## config.mk

```make
export PLATFORM = sky130hd
export DESIGN_NAME = wb_select_pipe
export DESIGN_NICKNAME = d
export VERILOG_FILES = /design/src/rtl/wb_pkg.sv /design/src/rtl/wb_sel_mux.sv /design/src/rtl/wb_select_pipe.sv
export SDC_FILE = /design/constraint.sdc
export NUM_CORES = 1
export LEC_CHECK = 0
export CAP_MARGIN = 20
export CORE_MARGIN = 2
export CORE_UTILIZATION = 30
export DETAILED_ROUTE_END_ITERATION = 12
export GPL_TIMING_DRIVEN = 0
export PLACE_DENSITY = 0.63
export SLEW_MARGIN = 20
export SYNTH_ARGS = -nofsm -noshare
export SYNTH_HDL_FRONTEND = slang
export SYNTH_SLANG_ARGS = --single-unit
```

## constraint.sdc

```tcl
create_clock -name clk -period 2.9 [get_ports clk]
set_input_delay 0.58 -clock clk [delete_from_list [all_inputs] [get_ports clk]]
set_output_delay 0.58 -clock clk [all_outputs]
set_load 0.01 [all_outputs]
```

## src/rtl/wb_pkg.sv

```systemverilog
// Shared constants and types for the writeback select pipeline.
package wb_pkg;

    localparam int DEFAULT_WIDTH = 32;
    localparam int DEFAULT_AW    = 5;

    localparam int SRC_ALU = 0;
    localparam int SRC_MEM = 1;
    localparam int SRC_PC8 = 2;
    localparam int SRC_IMM = 3;

    localparam int DST_RT = 0;
    localparam int DST_RD = 1;
    localparam int DST_RA = 2;

    localparam int REG_ZERO = 0;

    typedef enum logic [1:0] {
        OCC_EMPTY,
        OCC_ONE,
        OCC_TWO
    } occ_e;

endpackage

```

## src/rtl/wb_sel_mux.sv

```systemverilog
// Indexed selector over a packed vector of NUM fields; valid_o flags an in-range index.
module wb_sel_mux #(
    parameter int WIDTH = 32,
    parameter int NUM   = 4,
    parameter int IDX_W = $clog2(NUM)
) (
    input  logic [NUM*WIDTH-1:0] in_i,
    input  logic [IDX_W-1:0]     idx_i,
    output logic [WIDTH-1:0]     out_o,
    output logic                 valid_o
);

    // An out-of-range index matches no field, so the output stays zero.
    always_comb begin
        out_o   = '0;
        valid_o = 1'b0;
        for (int unsigned k = 0; k < NUM; k++) begin
            if (idx_i == IDX_W'(k)) begin
                out_o   = in_i[k*WIDTH +: WIDTH];
                valid_o = 1'b1;
            end
        end
    end

endmodule

```

## src/rtl/wb_select_pipe.sv

```systemverilog
// Registered writeback data/destination select behind a valid/ready handshake,
// with a main + skid register pair so in_ready can be registered at full throughput.
module wb_select_pipe
    import wb_pkg::*;
#(
    parameter int WIDTH   = DEFAULT_WIDTH,
    parameter int NUM_SRC = 4,
    parameter int NUM_DST = 3,
    parameter int AW      = DEFAULT_AW,
    parameter int SEL_W   = $clog2(NUM_SRC),
    parameter int DSEL_W  = $clog2(NUM_DST)
) (
    input  logic                   clk,
    input  logic                   rst_n,
    input  logic                   flush,
    input  logic                   in_valid,
    output logic                   in_ready,
    input  logic [NUM_SRC*WIDTH-1:0] src_data,
    input  logic [SEL_W-1:0]       data_sel,
    input  logic [NUM_DST*AW-1:0]  dst_cand,
    input  logic [DSEL_W-1:0]      dst_sel,
    input  logic                   reg_we_in,
    output logic                   out_valid,
    input  logic                   out_ready,
    output logic [WIDTH-1:0]       wb_data,
    output logic [AW-1:0]          wb_addr,
    output logic                   wb_we,
    output logic                   sel_err
);

    occ_e             state_q;
    logic             out_valid_q;
    logic             in_ready_q;
    logic             sel_err_q;
    logic [WIDTH-1:0] main_data_q, skid_data_q;
    logic [AW-1:0]    main_addr_q, skid_addr_q;
    logic             main_we_q, skid_we_q;

    logic [WIDTH-1:0] mux_data;
    logic [AW-1:0]    mux_addr;
    logic             data_ok, addr_ok;

    logic [WIDTH-1:0] new_data_d;
    logic [AW-1:0]    new_addr_d;
    logic             new_we_d;
    logic             sel_ok_d;
    logic             accept, pop;

    wb_sel_mux #(.WIDTH(WIDTH), .NUM(NUM_SRC), .IDX_W(SEL_W)) u_data_mux (
        .in_i    (src_data),
        .idx_i   (data_sel),
        .out_o   (mux_data),
        .valid_o (data_ok)
    );

    wb_sel_mux #(.WIDTH(AW), .NUM(NUM_DST), .IDX_W(DSEL_W)) u_addr_mux (
        .in_i    (dst_cand),
        .idx_i   (dst_sel),
        .out_o   (mux_addr),
        .valid_o (addr_ok)
    );

    always_comb begin
        new_data_d = data_ok ? mux_data : '0;
        new_addr_d = addr_ok ? mux_addr : '0;
        new_we_d   = reg_we_in && addr_ok && (new_addr_d != AW'(REG_ZERO));
        sel_ok_d   = data_ok && addr_ok;
        accept     = in_valid && in_ready_q;
        pop        = out_valid_q && out_ready;
    end

    // Flush takes priority over both accept and pop; sel_err is left untouched.
    always_ff @(posedge clk or negedge rst_n) begin
        if (!rst_n) begin
            state_q     <= OCC_EMPTY;
            out_valid_q <= 1'b0;
            in_ready_q  <= 1'b1;
            sel_err_q   <= 1'b0;
            main_data_q <= '0;
            main_addr_q <= '0;
            main_we_q   <= 1'b0;
            skid_data_q <= '0;
            skid_addr_q <= '0;
            skid_we_q   <= 1'b0;
        end else if (flush) begin
            state_q     <= OCC_EMPTY;
            out_valid_q <= 1'b0;
            in_ready_q  <= 1'b1;
        end else begin
            if (accept && !sel_ok_d) begin
                sel_err_q <= 1'b1;
            end
            case (state_q)
                OCC_EMPTY: begin
                    if (accept) begin
                        main_data_q <= new_data_d;
                        main_addr_q <= new_addr_d;
                        main_we_q   <= new_we_d;
                        state_q     <= OCC_ONE;
                        out_valid_q <= 1'b1;
                    end
                end
                OCC_ONE: begin
                    if (accept && !pop) begin
                        skid_data_q <= new_data_d;
                        skid_addr_q <= new_addr_d;
                        skid_we_q   <= new_we_d;
                        state_q     <= OCC_TWO;
                        in_ready_q  <= 1'b0;
                    end else if (pop && !accept) begin
                        state_q     <= OCC_EMPTY;
                        out_valid_q <= 1'b0;
                    end else if (accept && pop) begin
                        main_data_q <= new_data_d;
                        main_addr_q <= new_addr_d;
                        main_we_q   <= new_we_d;
                    end
                end
                OCC_TWO: begin
                    if (pop) begin
                        main_data_q <= skid_data_q;
                        main_addr_q <= skid_addr_q;
                        main_we_q   <= skid_we_q;
                        state_q     <= OCC_ONE;
                        in_ready_q  <= 1'b1;
                    end
                end
                default: begin
                    state_q     <= OCC_EMPTY;
                    out_valid_q <= 1'b0;
                    in_ready_q  <= 1'b1;
                end
            endcase
        end
    end

    assign in_ready  = in_ready_q;
    assign out_valid = out_valid_q;
    assign wb_data   = main_data_q;
    assign wb_addr   = main_addr_q;
    assign wb_we     = main_we_q;
    assign sel_err   = sel_err_q;

endmodule

```

==> results.py <==
metrics = {
    "status": {
        "status": "completed",
    },
    "synthesis": {
        "synth-xor-area-share_pct": 0,
        "synth_area_leaders": "dfrtp_1 47%, mux4_2 17%, mux2_2 9.4%, nand2_1 7.3%, a31oi_1 4.8%",
        "synthesis.area_mm2": 0.00430,
        "ys_ff_latch": 81,
        "async_reset_ff_share_pct": 100,
        "synth-compound-area-share_pct": 9.16,
        "synthAdderAreaFrac_pct": 0,
        "synth_top_family_by_area": "multiplexers",
        "synthSimpleGateAreaFrac_pct": 12.1,
        "yosys_warnings": 0,
        "synth_edf_count": 0,
        "synthCells": 378,
        "synth_top_area_cell": "dfrtp_1",
        "yosysSeqAreaShare_pct": 47.1,
        "synth_mux_area_share_pct": 27.8,
        "synth_cell_types": 29,
        "syn_avg_cell_area_um2": 11.4,
        "synth_flop_cell": "dfrtp_1",
        "synth.net_count": 531,
        "synth_top_area_share_pct": 46.5,
    },
    "global_routing": {
        "met3_usage_pct": 3.80,
        "grt_pass1_wl_um": 19600,
        "grtUsageMet2_pct": 30.6,
        "grt_pass1_vias": 3887,
        "grt_max_degree": 49,
        "grtUsageTotal_pct": 16.9,
        "gr-total-overflow": 0,
        "grt_antenna_before_repair": 0,
        "grt.busiest_layer": "met2",
        "grt_use_met1_pct": 20.4,
    },
    "placement": {
        "placed_cell_area_mm2": 0.00645,
        "dpl.hpwl_um": 9750,
        "dp_worst_setup_slack_ns": 0.170,
        "post-place-cells": 749,
        "io_buffers": 190,
        "gp_congestion": 0.737,
    },
    "layout": {
        "seq_area_mm2": 0.00203,
        "final_layout_size_suffix_gt1_share_pct": 17.3,
        "antennaDiodeCount": 0,
        "multiInputGateArea_mm2": 0.00211,
        "final_area_mm2": 0.00677,
        "stdcell_count": 764,
        "fin_util_pct": 48.6,
        "syn_to_final_growth_pct": 57.4,
        "fill_cells": 1289,
        "nNetsFinal": 733,
    },
    "sta": {
        "hold_viol": 0,
        "tightestPinTransition_ns": 0.672,
        "max_clock_freq_mhz": 423,
        "min_period_ns": 2.36,
        "rsz0062_at_grt": "no",
        "setup_tns_ns": 0,
        "finalWorstSetupSlack_ns": 0.535,
        "skew_ns": 0.00767,
        "holdWs_ns": 0.203,
        "slew_violations": 0,
        "finalSetupViolations": 0,
        "fin_crit_sh_pct": 81.5,
        "slew_headroom_pct": 55.2,
    },
    "routing": {
        "drc": 0,
        "firstDrtPassIters": 4,
        "ant_nets": 0,
        "viasPerCell": 4.91,
        "drt_iter0_drc": 208,
        "wl_per_cell_um": 16.6,
        "vias": 3755,
        "wirelength_um": 12700,
    },
    "power_and_ir_drop": {
        "netSwitchingPower_mw": 1.37,
        "p_seq_share_pct": 39.5,
        "clock_power_share_pct": 25.2,
        "ir_drop_mv": 0.331,
        "power_leakage_nw": 2.71,
        "internal_power_mw": 3.44,
        "cellPowerDensity_mw_per_mm2": 711,
        "finalPower_mw": 4.81,
        "p_comb_share_pct": 35.3,
        "sw_frac_of_total_pct": 28.5,
    },
    "clocking": {
        "clkTransAtPathRegs_ns": 0.06,
        "cts_tree": "built",
        "cts-resized-gates": 0,
        "htree_levels": 3,
        "cts_setup_buffers": 0,
        "insertion_delay_ns": 0.33,
        "clk_root_buffer_cell": "clkbuf_16",
        "cts-buffers-inserted": 9,
        "holdBufCountCts": 0,
        "clk_path_buf_depth": 2,
        "cts_sinks": 81,
    },
    "die": {
        "die-width_um": 124,
        "die-area_mm2": 0.0153,
        "io_pins": 194,
        "start_util_pct": 30.9,
        "row_count": 43,
        "die_h_um": 124,
        "fp.coreArea_mm2": 0.0139,
    },
    "worst_setup_path": {
        "worstSetupPathType": "input port to flip-flop",
        "worstSetupEndpointType": "flip-flop",
        "arrival_ns": 2.57,
        "crit_path_start_kind": "input port",
        "crit_fanout": 10,
        "cp.required_ns": 3.11,
    },
    "min_path": {
        "min_path_type": "input port to asynchronous set/reset pin",
    },
    "job": {
        "maxCapViolCount": 0,
    },
}
layout by cell type (no fill, tap or decap), types with 3 or more instances in the layout:
cell type	count
a31oi_1	33
nand3b_1	3
dfrtp_1	80
o21ai_0	11
buf_4	4
buf_6	4
buf_2	7
nor2_1	36
nand2_1	84
mux4_2	32
o31ai_1	3
clkbuf_1	15
clkdlybuf4s50_1	189
mux2i_1	6
mux2_2	36
nor3_1	3
a2bb2oi_1	4
clkbuf_16	9
a21oi_1	4
final timing paths:
kind / startpoint / end / slack, ns / depth (start not counted)
min in group clk: sel_err$_DFFE_PN0P_ / sel_err$_DFFE_PN0P_ / 0.48 / 2
max: in_valid / skid_data_q[19]$_DFFE_PN0P_ / 0.54 / 6
max reg2reg: in_ready$_DFFE_PN1P_ / skid_data_q[19]$_DFFE_PN0P_ / 0.72 / 5
min: rst_n / sel_err$_DFFE_PN0P_ / 0.20 / 1
max in group asynchronous: rst_n / skid_addr_q[4]$_DFFE_PN0P_ / 2.10 / 2
min reg2reg: sel_err$_DFFE_PN0P_ / sel_err$_DFFE_PN0P_ / 0.48 / 2
metal layers:
metal / share of wire (%) / wire [um]
met1: 41 / 5200
met2: 52 / 6600
met3: 6.1 / 771
met4: 0.94 / 119
met5: 0 / 0
worst max-delay path, cell delays in order:
cell and delay, ns:
clkdlybuf4s50_1 0.49, nand2_1 0.14, nor2_1 0.24, nand3b_1 0.43, buf_2 0.39, mux2_2 0.31
registers in the layout, indices dropped and copies added, names as in the netlist:
register	cells
in_ready	1
out_valid	1
sel_err	1
skid_addr_q	5
skid_data_q	32
skid_we_q	1
state_q	2
wb_addr	5
wb_data	32
wb_we	1
cells by family (layout without fill, tap and decap cells):
logic type | count (synthesis) | after routing
mux | 75 | 75
simple gates | 131 | 131
flops | 81 | 81
buf+inv | 30 | 236
compound gates | 61 | 61
synth_stat cells (3+ instances only):
master	count
a21oi_1	4
a2bb2oi_1	4
a31oi_1	33
buf_2	7
buf_4	3
buf_6	4
clkbuf_1	15
dfrtp_1	80
mux2_2	36
mux2i_1	6
mux4_2	32
nand2_1	84
nand3b_1	3
nor2_1	36
nor3_1	3
o21ai_0	11
o31ai_1	3
power groups by stage:
stage / logic [mW] / clock network [mW] / registers [mW]
after global routing: 1.85 / 1.30 / 1.97
after floorplan: 0.725 / 0 / 1.98
after global placement: 1.68 / 0 / 1.89
final: 1.70 / 1.21 / 1.90
after detailed placement: 1.72 / 0 / 1.92
after CTS: 1.73 / 1.25 / 1.91
final cells by class:
type	count	share of cell area, %
Buffer	29	2.35
Clock buffer	10	3.53
Clock inverter	5	1.18
Inverter	1	0.0554
Multi-Input combinational cell	267	31.2
Sequential cell	81	29.9
Tap cell	180	3.33
Timing Repair Buffer	191	28.5
(Power assumes the default switching activity.)
